File: config.mk
export PLATFORM = sky130hd
export DESIGN_NAME = fifo_wr_arbiter
export DESIGN_NICKNAME = d
export VERILOG_FILES = /design/src/rtl/fifo_wr_arbiter.sv
export SDC_FILE = /design/constraint.sdc
export NUM_CORES = 1
export LEC_CHECK = 0
export ABC_AREA = 1
export CAP_MARGIN = 20
export CELL_PAD_IN_SITES_DETAIL_PLACEMENT = 1
export CELL_PAD_IN_SITES_GLOBAL_PLACEMENT = 2
export CORE_MARGIN = 4
export CORE_UTILIZATION = 16
export DETAILED_ROUTE_END_ITERATION = 8
export HOLD_SLACK_MARGIN = 0.03
export PLACE_DENSITY_LB_ADDON = 0.15
export SYNTH_ARGS = -nofsm -noshare
export SYNTH_HDL_FRONTEND = slang
export SYNTH_SLANG_ARGS = --single-unit
File: constraint.sdc
create_clock -name clk -period 5.6 [get_ports clk]
set_clock_uncertainty 0.05 [all_clocks]
set_input_delay 1.68 -clock clk [delete_from_list [all_inputs] [get_ports clk]]
set_output_delay 1.68 -clock clk [all_outputs]
set_load 0.01 [all_outputs]
File: src/rtl/fifo_wr_arbiter.sv
// Round-robin burst arbiter that pushes {requester id, payload} beats into a downstream fifo.
// Define FIFO_WR_ARB_STAT_EN to build the per-requester saturating beat counters.
module fifo_wr_arbiter #(
  parameter int NUM_REQ    = 4,
  parameter int ID_WIDTH   = 2,
  parameter int DATA_WIDTH = 64,
  parameter int ADDR_WIDTH = 4,
  parameter int BURST_LEN  = 4
) (
  input  logic                           clk,
  input  logic                           rst_n,
  input  logic [NUM_REQ-1:0]             req,
  input  logic [NUM_REQ*DATA_WIDTH-1:0]  req_data,
  output logic [NUM_REQ-1:0]             gnt,
  output logic                           fifo_push,
  output logic [ID_WIDTH+DATA_WIDTH-1:0] fifo_data,
  input  logic [ADDR_WIDTH:0]            fifo_count,
  output logic [NUM_REQ*16-1:0]          stat_gnt_cnt
);

  localparam int RAM_DEPTH = 1 << ADDR_WIDTH;
  localparam int CW        = 5;

  typedef enum logic {IDLE, BURST} state_t;

  state_t                  state;
  logic [ID_WIDTH-1:0]     rr_ptr;
  logic [ID_WIDTH-1:0]     owner;
  logic [ID_WIDTH-1:0]     grant_id;
  logic [CW-1:0]           beat_cnt;
  logic [ADDR_WIDTH+1:0]   occupancy;
  logic                    space_ok;
  logic                    owner_req;
  logic                    search_hit;
  logic                    grant_valid;
  logic                    burst_last;
  logic [DATA_WIDTH-1:0]   grant_payload;

  function automatic logic [ID_WIDTH-1:0] wrap_inc(input logic [ID_WIDTH-1:0] p);
    return (int'(p) == NUM_REQ - 1) ? '0 : p + 1'b1;
  endfunction

  // The beat registered last cycle is not yet in fifo_count, so it is counted here.
  assign occupancy  = {1'b0, fifo_count} + {{(ADDR_WIDTH+1){1'b0}}, fifo_push};
  assign space_ok   = occupancy < (ADDR_WIDTH+2)'(RAM_DEPTH);
  assign burst_last = (beat_cnt == CW'(BURST_LEN - 1));

  always_comb begin
    owner_req = 1'b0;
    for (int i = 0; i < NUM_REQ; i++)
      if (int'(owner) == i) owner_req = req[i];
  end

  always_comb begin
    search_hit = 1'b0;
    grant_id   = owner;
    if (state == IDLE) begin
      for (int k = 0; k < NUM_REQ; k++)
        for (int i = 0; i < NUM_REQ; i++)
          if (!search_hit && req[i] && ((int'(rr_ptr) + k) % NUM_REQ) == i) begin
            search_hit = 1'b1;
            grant_id   = ID_WIDTH'(i);
          end
    end
    grant_valid = rst_n && space_ok && ((state == IDLE) ? search_hit : owner_req);
  end

  always_comb begin
    gnt           = '0;
    grant_payload = '0;
    for (int i = 0; i < NUM_REQ; i++)
      if (int'(grant_id) == i) begin
        gnt[i]        = grant_valid;
        grant_payload = req_data[i*DATA_WIDTH +: DATA_WIDTH];
      end
  end

  // A full fifo freezes everything in BURST, including a pending release by a dropped request.
  always_ff @(posedge clk) begin
    if (!rst_n) begin
      state     <= IDLE;
      rr_ptr    <= '0;
      owner     <= '0;
      beat_cnt  <= '0;
      fifo_push <= 1'b0;
      fifo_data <= '0;
    end else begin
      fifo_push <= grant_valid;
      if (grant_valid) fifo_data <= {grant_id, grant_payload};
      case (state)
        IDLE: begin
          if (grant_valid) begin
            if (BURST_LEN == 1) begin
              rr_ptr <= wrap_inc(grant_id);
            end else begin
              state    <= BURST;
              owner    <= grant_id;
              beat_cnt <= CW'(1);
            end
          end
        end
        BURST: begin
          if (space_ok) begin
            if (!owner_req) begin
              state  <= IDLE;
              rr_ptr <= wrap_inc(owner);
            end else begin
              beat_cnt <= beat_cnt + 1'b1;
              if (burst_last) begin
                state  <= IDLE;
                rr_ptr <= wrap_inc(owner);
              end
            end
          end
        end
        default: state <= IDLE;
      endcase
    end
  end

`ifdef FIFO_WR_ARB_STAT_EN
  logic [15:0] stat_cnt [NUM_REQ];

  always_ff @(posedge clk) begin
    if (!rst_n) begin
      for (int i = 0; i < NUM_REQ; i++) stat_cnt[i] <= '0;
    end else begin
      for (int i = 0; i < NUM_REQ; i++)
        if (gnt[i] && stat_cnt[i] != 16'hFFFF) stat_cnt[i] <= stat_cnt[i] + 16'd1;
    end
  end

  for (genvar g = 0; g < NUM_REQ; g++) begin : g_stat
    assign stat_gnt_cnt[g*16 +: 16] = stat_cnt[g];
  end
`else
  assign stat_gnt_cnt = '0;
`endif

endmodule

==> impl_metrics.ini <==
[global_routing]
grt_usage_pct = 15.1
grt_max_degree = 65
overflow = 0
grt_pass1_vias = 7640
grt_pass1_wl_um = 45900
antenna_found_initial = 3

[yosys]
async_flop_share_pct = 0
ys_ff_latch = 77
synth_top_area_share_pct = 26.3
netlist_area_um2 = 5850
synth_edf_count = 0
synth.area.top_cells = dfxtp_1 (26%), nand2_1 (23%), buf_4 (9.4%), nand3_1 (8.3%), nor2_1 (7.5%)
ys_types = 38
syn_area_per_cell_um2 = 5.88
synthCells = 996
ys.flop_type = dfxtp_1
yosysWarnings = 0
yosysMostFrequentCell = nand2_1
synth_common_cells = nand2_1 (360), nor2_1 (117), nand3_1 (97)
synth_top_area_cell = dfxtp_1
ys_seq_area_share_pct = 26.3

[final_layout]
drive_above_1_share_pct = 8.98
fill_cells = 4511
ff_latch_area_um2 = 1540
syn_to_final_growth_pct = 72.4
multiInputGateArea_um2 = 3600
post-route-util_pct = 28.2
fin_nets = 1614

[worst_hold_path]
holdCritStartpoint = fifo_data[65]
hold_end = fifo_data[65]
hold_depth = 2
hold_class = reg2reg

[worst_setup_path]
critPathKind = in2out
worstPathRequired_ps = 3870
path_max_fanout = 6
worstPathArrival_ps = 3720
r2r-end = fifo_data[62]
reg2reg_depth = 24
crit_path_start_kind = input pin
endpoint_kind = output pin
r2r_slack_ps = 1960
timing.rr.start = rr_ptr[1]

[floorplanning]
die_width_um = 199
design.core.area_um2 = 35800
row_count = 69
start_util_pct = 16.3
die-area_um2 = 39700
io_pins = 402
die_y_um = 199

[timing]
fmax_ghz = 0.184
maxSlewHeadroom_pct = 40.2
finalHoldViolations = 0
finalCriticalPeriod_ps = 5450
whs_ps = 412
period_share_pct = 97.3
slew_violations = 0
setup_violations = 0
tightest_slew_ps = 896

[run_status]
outcome = complete, no violations

[detailed_routing]
firstDrtPassIters = 4
wire_per_inst_um = 17.3
wl_um = 31300
via_per_inst = 3.99
vias = 7216
final_antenna_net_count = 0
drtIter0Drc = 154
drcViolationCount = 0

[placed_design]
hpwl_um = 24400
port_buffers = 337
gp_congestion = 0.760

[clocking]
cts_tree = yes
cts_root_buf = clkbuf_16
ctsHoldBuffers = 0
clk_latency_ps = 350
cts_buffers = 9
cts.sinks = 77
path_clk_slew_ps = 70
htree_num_levels = 3
cts_buffer_depth = 2

[pwr]
ir_drop_mv = 0.162
total_leakage_power_uw = 0.00442
cellPowerDensity_nw_per_um2 = 241

[job]
cap_violations = 0
==> metrics by stage <==
stage	instance area, um^2	cells	worst slack, ps	power, uW	TNS [ps]
after floorplan	6090	1059	359	1250	0
after global placement	9600	1781	-502	1780	-1880
after detailed placement	9600	1781	-529	1780	-2030
after CTS	10000	1802	6.10	2490	0
after global routing	10100	1808	-2.58	2640	-4.11
final	10100	1809	152	2430	0
==> cells by family after synthesis <==
logic type,synth area share [%]
buffers and inverters,17.7
other,0.0641
XOR/XNOR,0.299
adder cells (fa/ha/maj),1.07
flip-flops,26.3
AO/OA/AOI/OAI,6.31
AND/OR/NAND/NOR,48.2
==> placed cells by master (no fill, tap or decap), types with 2 or more instances in the layout <==
| cell | instances |
|---|---|
| nand3b_1 | 16 |
| nand2_2 | 9 |
| nand4_1 | 28 |
| clkbuf_8 | 2 |
| a31oi_1 | 2 |
| clkinv_2 | 2 |
| buf_4 | 53 |
| or2_2 | 13 |
| clkbuf_16 | 9 |
| conb_1 | 64 |
| nand4_4 | 2 |
| a21oi_1 | 32 |
| nand3_2 | 4 |
| inv_4 | 2 |
| o21a_1 | 2 |
| ha_1 | 5 |
| nand3_1 | 93 |
| bufinv_16 | 2 |
| nor2_2 | 4 |
| inv_1 | 65 |
| clkdlybuf4s50_1 | 329 |
| o21ai_0 | 28 |
| dfxtp_1 | 77 |
| xor2_1 | 2 |
| dlygate4sd2_1 | 3 |
| or2_1 | 3 |
| inv_2 | 6 |
| nor2_1 | 114 |
| nand2_4 | 2 |
| nor2_4 | 7 |
| nand2_1 | 354 |
==> worst max-delay path, cell delays in order <==
cell and delay, ps:
dlygate4sd2_1 280, nand2_2 100, nand2_2 60, nor2_4 140
nand4_4 110, nor2_4 140, nand4_4 100, nor2_4 140
nand2_2 70, nor2_2 110, buf_4 110, nand3_2 50
a21oi_2 170, nor2_4 50, buf_6 140, inv_4 60
nor2_1 40, buf_4 150
==> sequential cells by signal, indices dropped and copies added (netlist names) <==
| register | cells |
|---|---|
| rr_ptr | 2 |
| fifo_push | 1 |
| owner | 2 |
| state | 1 |
| fifo_data | 66 |
| beat_cnt | 5 |
==> routing by layer <==
metal  vias to the layer above  global-route usage [%]  part of all wire, %
met2                       247                    25.6                   47
li1                       3700                       -                    -
met1                      3242                    18.0                   42
met3                        21                    6.74                   10
met4                         6                    2.43                 0.89
met5                         -                       0                 0.12
==> worst max-delay path by stage <==
stage / startpoint / end / slack (ps) / cells after the start
after floorplan: req[3] / gnt[1] / 360 / 17
after global placement: req[2] / gnt[2] / -500 / 17
after detailed placement: req[2] / gnt[2] / -530 / 17
after CTS: req[0] / gnt[2] / 6 / 17
after global routing: req[3] / gnt[2] / -3 / 18
final: req[0] / gnt[2] / 150 / 18
==> area by class of cell <==
cell class,instances,area share [%]
multi-input cells,793,35.7
repair buffers,388,37.3
clock inverters,4,0.695
well taps,461,5.72
inverters,73,2.77
flip-flops and latches,77,15.3
clock buffers,12,2.54
diodes,1,0.0248
==> timing repair <==
| item | CTS | global route |
|---|---|---|
| gates resized for setup | 30 | 17 |
| endpoints found under the setup margin | 4 | 4 |
| pin swaps | 5 | 13 |
| gates cloned | 0 | 0 |
| buffers inserted | 5 | 6 |
==> where the power goes <==
part           switching, uW  internal [uW]  total [uW]
sequential              41.0            616         657
clock                    258            414         672
combinational            603            501        1100
No activity file was read; power rests on OpenSTA's default activity.
